**config.mk**
```make
export PLATFORM = sky130hd
export DESIGN_NAME = mul_rr_scheduler
export DESIGN_NICKNAME = d
export VERILOG_FILES = /design/src/rtl/mul_rr_scheduler.sv
export SDC_FILE = /design/constraint.sdc
export NUM_CORES = 1
export LEC_CHECK = 0
export BUFFER_PORTS_ARGS = -buffer_cell sky130_fd_sc_hd__buf_4
export CAP_MARGIN = 0
export CORE_UTILIZATION = 40
export CTS_CLUSTER_DIAMETER = 120
export DETAILED_ROUTE_END_ITERATION = 8
export PLACE_DENSITY = 0.65
export SKIP_LAST_GASP = 1
export SYNTH_ARGS = -nofsm -noshare
export SYNTH_HDL_FRONTEND = slang
export SYNTH_HIERARCHICAL = 1
export SYNTH_SLANG_ARGS = --single-unit
```
**constraint.sdc**
```tcl
create_clock -name clk -period 4.4 [get_ports clk]
set_input_delay 0.66 -clock clk [delete_from_list [all_inputs] [get_ports clk]]
set_output_delay 0.66 -clock clk [all_outputs]
set_load 0.005 [all_outputs]
```
**src/rtl/mul_rr_scheduler.sv**
```systemverilog
// Round-robin scheduler sharing one combinational complex multiplier among N_REQ requesters,
// with valid/ready request and response handshakes and registered operands and result.

module mul
(
    input  logic [7:0]  in1,
    input  logic [7:0]  in2,
    output logic [15:0] out
);
    // Operands are signed 4-bit {re,im} pairs; results are 8-bit {re,im}, truncated bit-exact.
    logic signed [7:0] a_re, a_im, b_re, b_im;

    assign a_re = {{4{in1[7]}}, in1[7:4]};
    assign a_im = {{4{in1[3]}}, in1[3:0]};
    assign b_re = {{4{in2[7]}}, in2[7:4]};
    assign b_im = {{4{in2[3]}}, in2[3:0]};

    assign out = {a_re * b_re - a_im * b_im, a_re * b_im + a_im * b_re};
endmodule

module mul_rr_scheduler #(
    parameter int N_REQ = 4,
    parameter int CNT_W = 16
) (
    input  logic                 clk,
    input  logic                 rst,
    input  logic [N_REQ-1:0]     req_valid,
    output logic [N_REQ-1:0]     req_ready,
    input  logic [8*N_REQ-1:0]   req_in1,
    input  logic [8*N_REQ-1:0]   req_in2,
    output logic [N_REQ-1:0]     rsp_valid,
    output logic [15:0]          rsp_data,
    input  logic [N_REQ-1:0]     rsp_ready,
    output logic                 busy,
    output logic [CNT_W-1:0]     txn_count
);
    localparam int PTR_W = $clog2(N_REQ);

    typedef enum logic [1:0] {IDLE, EXEC, RESP} state_t;

    state_t             state, state_next;
    logic [PTR_W-1:0]   rr_ptr, gid, winner, gid_inc;
    logic [7:0]         op1, op2, sel_in1, sel_in2;
    logic [15:0]        res, mul_out;
    logic [CNT_W-1:0]   cnt;
    logic               found, rsp_hs;
    int                 scan_idx;

    mul u_mul (
        .in1 (op1),
        .in2 (op2),
        .out (mul_out)
    );

    // Scan from rr_ptr upward, wrapping explicitly at N_REQ; first valid requester wins.
    always_comb begin
        // NOTE: every combinational output gets a default first, so no path leaves it unassigned (no latch).
        found    = 1'b0;
        winner   = '0;
        scan_idx = 0;
        for (int k = 0; k < N_REQ; k++) begin
            scan_idx = int'(rr_ptr) + k;
            if (scan_idx >= N_REQ) scan_idx = scan_idx - N_REQ;
            if (!found && req_valid[scan_idx]) begin
                found  = 1'b1;
                winner = PTR_W'(scan_idx);
            end
        end
    end

    always_comb begin
        sel_in1 = '0;
        sel_in2 = '0;
        for (int i = 0; i < N_REQ; i++) begin
            if (winner == PTR_W'(i)) begin
                sel_in1 = req_in1[8*i +: 8];
                sel_in2 = req_in2[8*i +: 8];
            end
        end
    end

    assign gid_inc = (gid == PTR_W'(N_REQ - 1)) ? '0 : gid + PTR_W'(1);
    assign rsp_hs  = (state == RESP) && rsp_ready[gid];

    always_comb begin
        state_next = state;
        case (state)
            IDLE:    if (found)  state_next = EXEC;
            EXEC:                state_next = RESP;
            RESP:    if (rsp_hs) state_next = IDLE;
            default:             state_next = IDLE;
        endcase
    end

    // NOTE: sequential state uses non-blocking assignments so every register samples pre-edge values.
    always_ff @(posedge clk) begin
        if (rst) begin
            state  <= IDLE;
            rr_ptr <= '0;
            gid    <= '0;
            op1    <= '0;
            op2    <= '0;
            res    <= '0;
            cnt    <= '0;
        end else begin
            state <= state_next;
            if (state == IDLE && found) begin
                op1 <= sel_in1;
                op2 <= sel_in2;
                gid <= winner;
            end
            if (state == EXEC) res <= mul_out;
            if (rsp_hs) begin
                rr_ptr <= gid_inc;
                cnt    <= cnt + CNT_W'(1);
            end
        end
    end

    // Outputs are forced to zero while rst is asserted, not just after the reset edge.
    assign req_ready = (!rst && state == IDLE && found) ? (N_REQ'(1) << winner) : '0;
    assign rsp_valid = (!rst && state == RESP) ? (N_REQ'(1) << gid) : '0;
    assign rsp_data  = (!rst && state == RESP) ? res : '0;
    assign busy      = !rst && (state != IDLE);
    assign txn_count = rst ? '0 : cnt;
endmodule
```
==> flow_summary.toml <==
[synth]
synth_nets = 845
synth_top_cell_by_area = "dfxtp_1"
synthTopCellsByArea = "dfxtp_1 (19%), fa_1 (18%), ha_1 (10%)"
ys.flop_type = "dfxtp_1"
syn_inst = 671
netlist.area_leader.share_pct = 18.60
async_flop_share_pct = 0
ys_types = 62
synth-seq-area-share_pct = 18.60
synth-edff-count = 0
synth.avg_cell_area_sq_um = 8.663
yosys_register_bits = 54
synth.cell_area_sq_mm = 0.005813
yosysWarnings = 6

[final_layout]
drive_above_1_share_pct = 26.26
nets = 965
multi_input_area_sq_mm = 0.004373
nFillCells = 1317
final_util_pct = 51.51
antennaDiodeCount = 0
seq_area_sq_mm = 0.001087
area_growth_pct = 24.43

[status]
outcome = "finished clean"

[routing]
viasPerCell = 4.878
wirelength_mm = 13.11
wl_per_cell_um = 13.49
vias = 4741
ant_nets = 0
drc = 0
first_pass_iters = 6
drtIter0Drc = 175

[setup_path]
path_class = "flop to flop"
worst-r2r-setup-slack_ns = 0.19
cp-endpoint = "res[15]"
cp.arrival_ns = 4.44
start_kind = "flop"
cp_data_required_time_ns = 4.63
worstReg2RegEnd = "res[15]"
worstReg2RegStart = "op1[5]"
rr_worst_depth = 15
timing.critical_path.from = "op1[5]"
critPathCaptureType = "flop"
worstPathMaxFanout = 8

[clock_tree]
insertion_delay_ns = 0.30
cts.sinks = 54
cts_tree = "built"
cts_root_buffer = "clkbuf_16"
clk_pin_slew_worst_paths_ns = 0.07
h-tree-depth = 2
clk_path_buf_depth = 2
cts_buffers = 5

[floorplan]
die-area_sq_mm = 0.01502
io_pins = 115
die_h_um = 122.6
fp-row-count = 43
coreArea_sq_mm = 0.01404
die_x_um = 122.6
initial_core_util_pct = 41.40

[placement]
routabilityCongestion = 0.8349
numPortBuffers = 114
dp_hpwl_mm = 10.72

[timing]
fin_crit_sh_pct = 95.68
fmaxAchievable_mhz = 237.5
grt_setup_unrepaired = "true"
slew_headroom_pct = 30.10
setup_viol = 0
slew_viol_final = 0
max_slew.worst_pin.slew_ns = 1.046
final.min_clock_period_ns = 4.210
tns_ns = 0
hold_viol = 0
skew_ns = 0.004659

[global_routing]
grt_pass1_vias = 4734
antenna_found_initial = 0
grt_pass1_wl_mm = 21.95
grtUsageTotal_pct = 18.27
grt_overflow = 0
grt_max_degree = 61

[pwr]
combPwrFrac_pct = 62.0
finalPower_uw = 2801
p_int_uw = 1682
irDropWorstVdd_mv = 0.1669
clkPwrFrac_pct = 17.0
swShare_pct = 39.95
p_per_area_mw_per_mm2 = 387.3
sequentialPowerShare_pct = 21.0
p_sw_uw = 1119
power_leakage_uw = 0.003391

[min_path]
hold_class = "flop to flop"

[flow_run]
cap_violations = 0
-- placed cells by master, fill, tap and decap left out, types with 23 or more instances in the layout --
cell	Yosys	layout
mux2i_1	24	24
nand2_1	76	72
and2_1	52	51
buf_4	2	136
dfxtp_1	54	49
inv_1	87	83
a21oi_1	25	23
xnor2_1	30	29
fa_1	52	51
nor2_1	48	48
ha_1	48	41
-- area by class of cell --
type                       count  share of cell area (%)
clock buffer                   6                   1.920
sequential                    54                   15.03
multi-input combinational    505                   60.46
clock inverter                 2                  0.5362
inverter                      87                   4.515
tap                          180                   3.114
timing repair buffer         138                   14.43
-- how the worst min path moves through the flow --
stage,start,endpoint,slack (ns),cells past startpoint
after global placement,res[5],res[5],0.44,2
after detailed placement,res[5],res[5],0.44,2
after CTS,res[5],res[5],0.46,2
final,res[5],res[5],0.45,2
after floorplan,res[0],res[0],0.43,2
after global routing,res[4],res[4],0.48,2
-- per-layer routing --
metal	vias up	wire length (um)	global-route usage [%]
met2	124	6407	31.25
met1	2211	6100	24.80
met3	7	509	2.277
met4	0	97	3.277
li1	2399	-	-
met5	-	0	0
-- stage by stage --
step | instance area [sq um] | hold WS, ns | setup WS [ns] | instances
2_1_floorplan | 5813 | 0.4317 | 0.05921 | 671
3_3_place_gp | 6905 | 0.4425 | 0.1012 | 962
3_5_place_dp | 6905 | 0.4448 | 0.04263 | 962
4_1_cts | 7083 | 0.4553 | 0.01987 | 970
5_1_grt | 7233 | 0.4771 | -0.03911 | 972
6_report | 7233 | 0.4510 | 0.1899 | 972
-- sequential cells by signal, indices dropped and copies added, names as in the netlist --
name and cells:
cnt 16, state 2, res 16, op2 8
gid 2, op1 8, rr_ptr 2
-- power by group through the flow --
stage | combinational [uW] | clock (uW) | sequential [uW]
floorplan | 1150 | 0 | 598
detailed placement | 1560 | 0 | 597
global placement | 1520 | 0 | 595
finish | 1740 | 476 | 588
global route | 1970 | 507 | 594
CTS | 1570 | 488 | 585
-- logic make-up (layout without fill, tap and decap cells) --
family | after synthesis | after routing | share of synthesized area (%)
adders and majority gates | 100 | 100 | 28.24
AOI/OAI and AO/OA | 89 | 89 | 11.09
muxes | 26 | 26 | 4.714
buffers and inverters | 112 | 233 | 8.265
and+or+nand+nor | 250 | 250 | 23.07
xor gates and xnor gates | 40 | 40 | 6.027
DFF | 54 | 54 | 18.60
-- worst max-delay path: stages, from the launching register on --
cell and delay, ns:
dfxtp_1 0.31, buf_4 0.16, nand2b_1 0.16, fa_1 0.49, inv_1 0.05, fa_1 0.47
fa_1 0.53, fa_1 0.49, ha_1 0.31, ha_1 0.35, a21oi_2 0.19, o21bai_1 0.07
a21oi_1 0.15, xor2_1 0.15, nand2_1 0.08, a21oi_2 0.17
-- timing repair --
item,CTS,global route
gates resized for setup,0,29
hold buffers,0,0
endpoints found under the setup margin,0,6
buffers inserted,0,2
-- cells in the mapped netlist, types with 14 or more instances --
cell type and instances:
inv_1 87, nand2_1 76, dfxtp_1 54, and2_1 52
fa_1 52, ha_1 48, nor2_1 48, xnor2_1 30
a21oi_1 25, mux2i_1 24, nor2b_1 19, a21boi_0 14
clkbuf_1 14
No activity file was read; power rests on OpenSTA's default activity.
